File: src/rtl/gate_check_pkg.sv
// Shared types and constants for the gate truth-table exerciser.
package gate_check_pkg;

  // Sweep sequencer states.
  typedef enum logic [1:0] {
    ST_IDLE,
    ST_SETTLE,
    ST_SAMPLE,
    ST_DONE
  } gc_state_t;

  // Expected truth tables: bit i is the gate output for input vector i.
  localparam logic [3:0] TT_AND2  = 4'b1000;
  localparam logic [3:0] TT_OR2   = 4'b1110;
  localparam logic [3:0] TT_XOR2  = 4'b0110;
  localparam logic [3:0] TT_XNOR2 = 4'b1001;
  localparam logic [1:0] TT_NOT1  = 2'b01;

  // Settle counter width, enough for settle times 0..15.
  localparam int SETTLE_W = 4;

endpackage

File: src/rtl/gate_truth_checker_settle_timer.sv
// Settle down-counter: loaded at the start of each vector, counts down while
// enabled, and reports expiry once the vector has had SETTLE wait cycles.
// A zero settle time reports expiry permanently.
module settle_timer
  import gate_check_pkg::*;
#(
  parameter int SETTLE = 1
) (
  input  logic clk,
  input  logic rst_n,
  input  logic i_load,
  input  logic i_en,
  output logic o_expired
);

  localparam logic [SETTLE_W-1:0] LOAD_VAL =
    (SETTLE == 0) ? '0 : SETTLE_W'(SETTLE - 1);

  logic [SETTLE_W-1:0] r_count;

  // Count down from SETTLE-1 to zero; a load restarts the wait.
  always_ff @(posedge clk) begin
    // NOTE: state registers use non-blocking (<=) so every flop samples the
    // pre-edge values, independent of statement order between blocks.
    if (!rst_n) begin
      r_count <= '0;
    end else if (i_load) begin
      r_count <= LOAD_VAL;
    end else if (i_en && (r_count != '0)) begin
      r_count <= r_count - 1'b1;
    end
  end

  assign o_expired = (SETTLE == 0) || (r_count == '0);

endmodule

File: config.mk
export PLATFORM = sky130hd
export DESIGN_NAME = settle_timer
export DESIGN_NICKNAME = d
export VERILOG_FILES = /design/src/rtl/gate_check_pkg.sv /design/src/rtl/gate_truth_checker_settle_timer.sv
export SDC_FILE = /design/constraint.sdc
export NUM_CORES = 1
export LEC_CHECK = 0
export ABC_AREA = 1
export CORE_AREA = 2 2 39 41
export DETAILED_ROUTE_END_ITERATION = 10
export DIE_AREA = 0 0 41 43
export GPL_ROUTABILITY_DRIVEN = 0
export SLEW_MARGIN = 20
export SYNTH_ARGS = -nofsm -noshare
export SYNTH_HDL_FRONTEND = slang
export SYNTH_SLANG_ARGS = --single-unit
File: constraint.sdc
create_clock -name clk -period 2.55 [get_ports clk]
set_input_delay 0.255 -clock clk [delete_from_list [all_inputs] [get_ports clk]]
set_output_delay 0.255 -clock clk [all_outputs]
set_load 0.01 [all_outputs]
# Word level (Yosys, flattened, before mapping)
# Index checks and enable logic that the tools add are counted.
# W data, S select, Z words.
[op_classes] add_sub_neg=1 bitwise=1 reduce_logical=4
[op_table] cell="$logic_not A4 Y1" n=1
[op_table] cell="$reduce_bool A4 Y1" n=1
[op_table] cell="$sub A4 B1 Y4 const B" n=1
[op_table] cell="$reduce_or A2 Y1" n=1
[op_table] cell="$logic_and A1 B1 Y1" n=1
[op_table] cell="$not A1 Y1" n=1
[word_totals] reg_bits=4 input_bits=4 output_inout_bits=1 word_cells=7

# Depth between registers and ports, before layout
# Gate-level depths: netlist (run 1).
[depth] ltp_word=2 ltp_mapped=8 mapped_depth_nobuf=8

# Least setup slack after synthesis (run 1)
# No wires, ideal clock.
[synth_timing] path_kind="flip-flop to flip-flop" from="register r_count[0]" to="register r_count[0]" setup_ns=0.116 arrival_ns=0.963 t_required_ns=2.434 path_slack_ns=1.471 stages_incl_launch_ff=7 n_path_buf=0 period_less_slack_ns=1.079 path_cell_list="dfxtp_1 -> inv_1 -> ha_1 -> nand3_4 -> nand2_4 -> o21ai_0 -> nor2_1"
[synth_via] elab_chain_len=2 elab_cells_between_ends=3 cone_classes="add/sub: 1; reduce/logical: 2"
[synth_rtl] element="from (decl)" line_no="gate_truth_checker_settle_timer.sv:19" rtl="logic [SETTLE_W-1:0] r_count;"
[synth_rtl] element="from (signal assigned)" line_no="gate_truth_checker_settle_timer.sv:30" rtl="r_count <= r_count - 1'b1;"
[synth_rtl] element="branches (longest 2 deep; another with $sub A4 B1 Y4)"
# Parallel ways; which one is timed is not known.
# A chain may end at the register's enable or synchronous reset.

# Worst setup path after layout (run 1)
[layout_timing] from="register r_count[0]" to="output port o_expired"
[layout_via] elab_chain_len=1
[layout_rtl] element="$logic_not A4 Y1" line_no="gate_truth_checker_settle_timer.sv:34" rtl="assign o_expired = (SETTLE == 0) || (r_count == '0);"
[layout_rtl] element="to (decl)" line_no="gate_truth_checker_settle_timer.sv:13" rtl="output logic o_expired"
# No other way between the ends.

==> results of run 1 <==
## cell type report
| class | instances | share of cell area (%) |
|---|---|---|
| Timing Repair Buffer | 4 | 12.5 |
| Tap cell | 16 | 6.25 |
| Sequential cell | 4 | 25.0 |
| Inverter | 7 | 8.20 |
| Clock buffer | 3 | 7.03 |
| Multi-Input combinational cell | 23 | 41.0 |
## cells in the mapped netlist (all sizes together)
cell,count
nand2,6
dfxtp,4
o21ai,1
nand3,2
nand4,2
ha,1
a31oi,1
inv,7
nor2,10
## metrics by stage
stage | hold WS [ns] | instance area [sq um] | power [uW]
finish | 0.488 | 320 | 148
global route | 0.517 | 320 | 161
CTS | 0.491 | 320 | 153
detailed placement | 0.486 | 298 | 72.4
global placement | 0.476 | 298 | 72.4
floorplan | 0.433 | 238 | 66.3
## critical path: cells and delay by family, from the launching register on
family / cells / cell delay [ns]
and+or+nand+nor: 1 / 0.12
buffers and inverters: 3 / 0.67
adders and majority gates: 1 / 0.25
DFF: 1 / 0.31
## metal layers
metal	track usage [%]	vias up	share of wire, %	wire length (microns)
li1	-	120	-	-
met4	10.0	0	0	0
met1	6.41	95	44	186
met5	0	-	0	0
met2	10.0	2	53	223
met3	3.14	0	2.1	9
## final timing paths
kind / slack [ns] / end / cells past startpoint / from
setup / recovery: 0.72 / o_expired / 5 / r_count[0]$_SDFFE_PP0P_
hold / removal: 0.49 / r_count[1]$_SDFFE_PP0P_ / 2 / r_count[1]$_SDFFE_PP0P_
setup reg to reg: 1.35 / r_count[0]$_SDFFE_PP0P_ / 6 / r_count[0]$_SDFFE_PP0P_
hold reg to reg: 0.49 / r_count[1]$_SDFFE_PP0P_ / 2 / r_count[1]$_SDFFE_PP0P_
## cells by family (layout without fill, tap and decap cells)
| family | count (synthesis) | count (layout) | synth area share [%] |
|---|---|---|---|
| buf+inv | 7 | 14 | 11.1 |
| flops | 4 | 4 | 33.7 |
| fa+ha+maj | 1 | 1 | 5.26 |
| compound gates | 2 | 2 | 4.74 |
| simple gates | 20 | 20 | 45.3 |
## power breakdown
group	switching (uW)	leakage, uW	internal [uW]	total (uW)
registers	0	0.0000322	62.9	62.9
clock network	23.8	0.0000138	52.5	76.3
logic	3.54	0.0000978	5.01	8.54
total	27.4	0.000144	120	148
==> summary.txt, run 1 <==
STA
  – RSZ-0062 raised after global routing: no
  – Endpoints failing hold: 0
  – Fin worst setup slack: 0.721 ns
  – Max Clock Skew: 0.00135 ns
  – Slew @ Worst Pin: 0.260 ns
  – Final Max Slew Viols: 0
  – Post-layout min period: 1.83 ns
  – Setup TNS: 0 ns
  – Final setup viols: 0
  – Final period utilization: 71.7%
  – Relative slew margins: 82.6%
  – FMAX: 547 MHz

Final layout
  – Largest registers: r_count: 4 flops
  – Most common cell after layout, fill and taps aside: nor2_1
  – Layout Cells excl Fill: 57
  – Final nets: 48
  – Util after Layout: 23.1%
  – FF+latch area: 80.1 sq um
  – # diodes: 0
  – Max reg flops: 4
  – Area of the multi-input gates: 131 sq um
  – Fraction of layout cells with a size suffix above 1: 22.0%
  – Fillers: 162
  – Area Growth Syn to Fin: 34.7%
  – Largest Register: r_count
  – Commonest non-fill, non-tap cells in the layout: nor2_1, inv_1, nand2_1, clkdlybuf4s50_1, dfxtp_1

Worst setup path
  – Critical path's slowest cell: clkdlybuf4s50_1
  – CP max stage delay: 0.52 ns
  – Largest fanout on the critical path: 4
  – WP data required: 2.30 ns
  – Most frequent CP cell: inv_1
  – Crit start category: flop
  – WS Path Type: flop to output port
  – Critical path, cell by cell: inv_1, ha_1, nand3_4, inv_1, clkdlybuf4s50_1
  – Data arrival, critical path: 1.57 ns
  – Crit path capture type: output port

Routing
  – DR iter-0 viols: 0
  – Post-DR wirelength/cell: 7.35 microns
  – DR DRC count: 0
  – Post-DR vias/cell: 3.81
  – Via Count: 217
  – Final wirelength: 419 microns
  – Antenna viol nets, final: 0
  – Drt pass-1 iters: 1

Clock network
  – Post-CTS Setup Inserts: 0
  – Maximum clock path buffer count: 2
  – CTS tree: done
  – H-tree levels: 1
  – Root Buffer: clkbuf_4
  – Clk slew on worst S/H paths: 0.04 ns
  – Sink Count: 4
  – CTS resizes: 0
  – Cts hold-fix bufs: 0
  – Clock Latency Late Sink: 0.23 ns
  – CTS buffer count: 3

Power and ir drop
  – Leak: 0.000144 uW
  – Maximum VDD drop: 0.158 mV
  – PD cells: 461 nW/um^2

Synth
  – #FFs+latches synth: 4
  – Mapped Cells: 34
  – Yosys warns: 0
  – Mean Syn Cell Area: 6.99 sq um
  – Mapped Area: 238 sq um
  – Post-synth top area cell: dfxtp_1
  – Syn_nets: 39
  – Post-synth cell types: 14
  – Post-synthesis sequential area ratio: 33.7%
  – Area share of the largest cell type after synthesis: 33.7%
  – Top cells by area, synth: dfxtp_1, nor2_1, inv_1, nand3_4, nand2_1

Placement
  – Placed instance count: 54
  – PortBufs: 4
  – Hpwl dp: 355 microns
  – Pre-CTS setup slack: 0.948 ns

GRT
  – Initial antenna violation count: 0
  – Grt ovf: 0
  – First-pass GRT wire length: 772 microns
  – Pin count of the biggest net entering global routing: 5
  – Vias in the first global route: 220
  – GRT Util Overall: 7.32%

Floorplan
  – Boundary Pins: 5
  – Std-Cell Rows: 14
  – Die width: 41 microns
  – Initial Utilization: 17.2%
  – Die height: 43 microns
  – Die area: 1760 sq um
  – Core region area: 1380 sq um

Hold path
  – Min-Delay Path Class: flop to flop

Job
  – # Max-Cap Violations: 0

Outcome
  – Status: complete, no violations
No activity file was read; power rests on OpenSTA's default activity.
==> run 2, diff against run 1 <==
- clock period: 2.55 -> 1.7 ns (I/O delays scaled with it)
==> run 2 against run 1 <==
  * Sequential share of layout area down 1.1 points
  * Final cell count unchanged
  * Critical path depth unchanged
  * First-iteration DRC count up 3
  * Via count down 2.3%
  * Clock skew about the same
==> summary.txt, run 2 (synthesis results as in run 1) <==
Clock network
  – Clock Latency Late Sink: 0.24 ns (about the same)
  – Cts hold-fix bufs: 0 (unchanged)
  – H-tree levels: 1 (unchanged)
  – Root Buffer: clkbuf_4
  – Clk slew on worst S/H paths: 0.04 ns (about the same)
  – CTS buffer count: 3 (unchanged)
  – CTS tree: done
  – Maximum clock path buffer count: 2 (unchanged)
  – Sink Count: 4 (unchanged)

Final layout
  – Max reg flops: 4 (unchanged)
  – Fraction of layout cells with a size suffix above 1: 26.8% (+4.9 points)
  – Largest Register: r_count
  – Commonest non-fill, non-tap cells in the layout: nor2_1, inv_1, nand2_1, dfxtp_1
  – Most common cell after layout, fill and taps aside: nor2_1
  – Largest registers: r_count: 4 flops
  – # diodes: 0 (unchanged)
  – Cell area after layout: 335 sq um (+4.7%)
  – Final nets: 48 (unchanged)
  – Fillers: 153 (-5.6%)
  – Layout Cells excl Fill: 57 (unchanged)
  – Area Growth Syn to Fin: 41.1%

STA
  – Endpoints failing hold: 0 (unchanged)
  – Post-layout min period: 1.30 ns
  – Fin worst setup slack: 0.399 ns (-0.322 ns)
  – Max Clock Skew: 0.00113 ns (-0.000222 ns)
  – Relative slew margins: 81.8% (-0.76 points)
  – Final Max Slew Viols: 0 (unchanged)
  – RSZ-0062 raised after global routing: no
  – FMAX: 768 MHz
  – Slew @ Worst Pin: 0.271 ns (+0.0114 ns)
  – Final period utilization: 76.5%
  – Setup TNS: 0 ns (unchanged)
  – Final setup viols: 0 (unchanged)

Routing
  – DR iter-0 viols: 3 (+3)
  – Via Count: 212 (-2.3%)
  – Post-DR vias/cell: 3.72 (-2.3%)
  – Post-DR wirelength/cell: 7.37 microns (+0.24%)
  – Drt pass-1 iters: 2 (+1)
  – Final wirelength: 420 microns (+0.24%)
  – Antenna viol nets, final: 0 (unchanged)
  – DR DRC count: 0 (unchanged)

Worst setup path
  – WP data required: 1.53 ns (-0.77 ns)
  – RR Startpoint: r_count[0]$_SDFFE_PP0P_
  – Data arrival, critical path: 1.13 ns (-0.44 ns)
  – CP max stage delay: 0.35 ns (-0.17 ns)
  – Buffers and inverters on the worst path: 3 (unchanged)
  – Reg2Reg Capture Point: r_count[0]$_SDFFE_PP0P_
  – Critical path's slowest cell: dfxtp_1
  – WS Path Type: flop to output port
  – Largest fanout on the critical path: 4 (unchanged)
  – Flop2flop setup slack: 0.63 ns (-0.72 ns)
  – Crit path capture type: output port
  – Reg2reg path depth: 6 (unchanged)
  – Critical path, cell by cell: inv_2, ha_4, nand3_4, inv_1, dlymetal6s2s_1
  – Crit start category: flop
  – Kind of cell adding the most delay to the critical path: flip-flops

Power and ir drop
  – Seq pwr share: 42.1% (-0.5 points)
  – Leak: 0.000145 uW (+0.85%)
  – Switch Pwr: 43.5 uW (+59%)
  – Clock share of power: 52.3% (+0.7 points)
  – Int Power: 181 uW (+50%)
  – Sw Ratio: 19.4% (+0.89 points)
  – Total power: 224 uW (+52%)
  – Maximum VDD drop: 0.201 mV (+27%)
  – PD cells: 669 nW/um^2 (+45%)
  – Comb power frac: 5.7% (about the same)

Placement
  – Hpwl dp: 334 microns (-5.9%)
  – Pre-CTS setup slack: 0.193 ns (-0.755 ns)
  – PortBufs: 4 (unchanged)
  – DP Area: 298 sq um (unchanged)
  – Placed instance count: 54 (unchanged)

GRT
  – GRT Util Overall: 6.12% (-1.2 points)
  – Vias in the first global route: 179 (-19%)
  – First-pass GRT wire length: 634 microns (-18%)
  – Grt ovf: 0 (unchanged)
  – Initial antenna violation count: 0 (unchanged)
  – Pin count of the biggest net entering global routing: 5 (unchanged)

Floorplan
  – Initial Utilization: 17.2% (unchanged)
  – Die height: 43 microns (unchanged)
  – Die area: 1760 sq um (unchanged)
  – Core region area: 1380 sq um (unchanged)
  – Std-Cell Rows: 14 (unchanged)
  – Die width: 41 microns (unchanged)
  – Boundary Pins: 5 (unchanged)

Hold path
  – Min-Delay Path Class: flop to flop
  – Min-delay src: r_count[1]$_SDFFE_PP0P_
  – Hold path cells: 2 (unchanged)
  – Hold endpoint: r_count[1]$_SDFFE_PP0P_

Outcome
  – Status: complete, no violations

Job
  – # Max-Cap Violations: 0 (unchanged)
run 2: power groups by stage:
| stage | sequential (uW) | clock [uW] | combinational (uW) |
|---|---|---|---|
| 2_1_floorplan | 95.8 | 0 | 3.62 |
| 3_3_place_gp | 95.8 | 0 | 12.7 |
| 3_5_place_dp | 95.8 | 0 | 12.9 |
| 4_1_cts | 94.4 | 121 | 12.9 |
| 5_1_grt | 94.3 | 123 | 14.0 |
| 6_report | 94.4 | 117 | 12.7 |
run 2: repair_timing:
action / in CTS / in global routing
setup endpoints to repair: 1 / 1
buffers inserted: 0 / 0
resized for setup: 3 / 1
pin swaps: 0 / 0
run 2: how the worst max path moves through the flow:
stage	slack (ns)	from	depth (start not counted)	end
after global placement	0.22	r_count[0]$_SDFFE_PP0P_	5	o_expired
after CTS	0.02	r_count[1]$_SDFFE_PP0P_	5	o_expired
final	0.40	r_count[0]$_SDFFE_PP0P_	5	o_expired
after detailed placement	0.19	r_count[0]$_SDFFE_PP0P_	5	o_expired
after global routing	0.36	r_count[0]$_SDFFE_PP0P_	5	o_expired
after floorplan	0.62	r_count[0]$_SDFFE_PP0P_	6	r_count[0]$_SDFFE_PP0P_
run 2: area by class of cell:
class / count / area, sq um / share of cell area (%)
clock buffers: 3 / 22.5 / 6.72
repair buffers: 4 / 42.5 / 12.7
inverters: 7 / 26.3 / 7.84
multi-input cells: 23 / 144 / 42.9
flip-flops and latches: 4 / 80.1 / 23.9
well taps: 16 / 20.0 / 5.97
run 2: tightest hold or removal path: cells and delay by family, from the launching register on:
family           cells  cell delay, ns
flip-flops           1            0.31
AND/OR/NAND/NOR      2            0.12
run 2: per-layer routing:
layer,vias to the layer above,share of wire (%),track usage (%)
li1,121,-,-
met2,2,46,7.50
met4,0,0,8.00
met5,-,0,0
met1,89,49,6.11
met3,0,4.8,3.14
run 2: stage by stage:
stage	utilization (%)	hold WS, ns
2_1_floorplan	-	0.348
4_1_cts	24.1	0.483
3_3_place_gp	21.5	0.471
5_1_grt	24.2	0.518
6_report	24.2	0.476
3_5_place_dp	21.5	0.476
==> run 3, diff against run 2 <==
- clock period: 1.7 -> 1.15 ns (I/O delays scaled with it)
==> run 3 against run 2 <==
  * Sequential share of layout area fell by 4.4 points
  * Clock skew rose by 0.0064 ns
  * Global-route usage rose by 1.9 points
  * Sequential power rose by 47%
  * Final cell count rose by 14%
  * Clock power rose by 55%
  * Clock-buffer cell count did not move
  * Critical path depth did not move
  * Register-to-register slack got worse by 0.59 ns
==> summary.txt, run 3 (synthesis results as in run 1) <==
Outcome
  – Status: complete, no violations

Clock network
  – Sink Count: 4 (unchanged)
  – CTS tree: done
  – Root Buffer: clkbuf_4
  – CTS buffer count: 3 (unchanged)
  – Clk slew on worst S/H paths: 0.04 ns (about the same)
  – H-tree levels: 1 (unchanged)
  – Maximum clock path buffer count: 2 (unchanged)
  – Cts hold-fix bufs: 0 (unchanged)
  – Clock Latency Late Sink: 0.24 ns (about the same)

GRT
  – Grt ovf: 0 (unchanged)
  – Vias in the first global route: 246 (+37%)
  – GRT Util Overall: 8.04% (+1.9 points)
  – First-pass GRT wire length: 910 microns (+44%)
  – Pin count of the biggest net entering global routing: 5 (unchanged)
  – Initial antenna violation count: 0 (unchanged)

Routing
  – DR DRC count: 0 (unchanged)
  – Post-DR wirelength/cell: 8.31 microns (+13%)
  – Post-DR vias/cell: 3.89 (+4.7%)
  – DR iter-0 viols: 0 (-3)
  – Antenna viol nets, final: 0 (unchanged)
  – Drt pass-1 iters: 1 (-1)
  – Via Count: 253 (+19%)
  – Final wirelength: 540 microns (+29%)

Final layout
  – Fillers: 156 (+2.0%)
  – Util after Layout: 30.7% (+6.4 points)
  – Commonest non-fill, non-tap cells in the layout: nor2_1, buf_4, inv_2, nand2_1
  – Largest registers: r_count: 4 flops
  – Max reg flops: 4 (unchanged)
  – Fraction of layout cells with a size suffix above 1: 53.1% (+26 points)
  – Area Growth Syn to Fin: 78.4%
  – Largest Register: r_count
  – Final nets: 56 (+17%)
  – Layout Cells excl Fill: 65 (+14%)
  – # diodes: 0 (unchanged)

Placement
  – Hpwl dp: 366 microns (+9.5%)
  – Pre-CTS setup slack: -0.219 ns (-0.412 ns)
  – PortBufs: 4 (unchanged)
  – Placed instance count: 61 (+13%)

Worst setup path
  – Most frequent CP cell: inv_2
  – CP max stage delay: 0.32 ns (-0.03 ns)
  – Kind of cell adding the most delay to the critical path: flip-flops
  – Data arrival, critical path: 1.00 ns (-0.13 ns)
  – WP data required: 1.03 ns (-0.50 ns)
  – Largest fanout on the critical path: 3 (-1)
  – WS Path Type: flop to output port
  – Crit path capture type: output port
  – Critical path, cell by cell: inv_2, ha_4, nand3_4, inv_2, buf_6
  – Crit start category: flop
  – Buffers and inverters on the worst path: 3 (unchanged)
  – Critical path's slowest cell: dfxtp_2

Power and ir drop
  – Maximum VDD drop: 0.395 mV (+96%)
  – PD cells: 808 nW/um^2 (+21%)
  – Leak: 0.000182 uW (+25%)

STA
  – Final setup viols: 0 (unchanged)
  – FMAX: 896 MHz
  – Final Max Slew Viols: 0 (unchanged)
  – Slew @ Worst Pin: 0.280 ns (+0.00825 ns)
  – Endpoints failing hold: 0 (unchanged)
  – Post-layout min period: 1.12 ns
  – Max Clock Skew: 0.00756 ns (+0.00643 ns)
  – Setup TNS: 0 ns (unchanged)
  – RSZ-0062 raised after global routing: yes
  – Relative slew margins: 81.3% (-0.54 points)
  – Fin worst setup slack: 0.0340 ns (-0.365 ns)
  – Final period utilization: 97.0%

Hold path
  – Min-Delay Path Class: flop to flop

Floorplan
  – Die area: 1760 sq um (unchanged)
  – Std-Cell Rows: 14 (unchanged)
  – Die height: 43 microns (unchanged)
  – Die width: 41 microns (unchanged)
  – Core region area: 1380 sq um (unchanged)
  – Boundary Pins: 5 (unchanged)
  – Initial Utilization: 17.2% (unchanged)

Job
  – # Max-Cap Violations: 0 (unchanged)
run 3: area by class of cell:
class                   count  area [sq um]  area share (%)
multi-input cells          23           163            38.3
clock buffers               3          22.5            5.31
well taps                  16          20.0            4.72
inverters                   7          31.3            7.37
repair buffers             12           105            24.8
flip-flops and latches      4          82.6            19.5
run 3: per-stage QoR:
step                      instance area [sq um]  hold WS (ns)  power (uW)
after global routing                        424         0.517         353
final                                       424         0.475         343
after global placement                      350         0.466         163
after detailed placement                    350         0.476         163
after CTS                                   390         0.486         345
after floorplan                             238         0.293         147
run 3: power by group:
group          leakage, uW  total [uW]  internal, uW  switching (uW)
Clock            0.0000138         181           117            63.6
Combinational     0.000135        22.8          13.4            9.44
Sequential       0.0000332         139           139               0
Total             0.000182         343           270            73.0
run 3: worst paths after layout:
kind / slack, ns / startpoint / end / depth (start not counted)
worst min-delay path: 0.47 / r_count[1]$_SDFFE_PP0P_ / r_count[1]$_SDFFE_PP0P_ / 2
worst max-delay path: 0.03 / r_count[0]$_SDFFE_PP0P_ / o_expired / 5
worst min register to register: 0.47 / r_count[1]$_SDFFE_PP0P_ / r_count[1]$_SDFFE_PP0P_ / 2
worst max register to register: 0.04 / r_count[0]$_SDFFE_PP0P_ / r_count[3]$_SDFFE_PP0P_ / 8
run 3: timing repair:
action,CTS,global route
resized for setup,10,10
buffers inserted,1,0
pin swaps,1,5
endpoints found under the setup margin,4,4
run 3: worst reg2reg max path, stage by stage, from the launching register on:
cell,delay (ns)
dfxtp_2,0.32
inv_2,0.08
ha_4,0.15
nand3_4,0.07
buf_6,0.14
nand2_8,0.07
nor2_4,0.04
nor2_1,0.10
nor2_1,0.04
run 3: layer usage:
layer / track usage [%] / up-vias / wire (microns)
met5: 0 / - / 0
met4: 6.00 / 0 / 19
met3: 3.14 / 2 / 18
met2: 12.2 / 4 / 299
met1: 8.39 / 111 / 202
li1: - / 136 / -
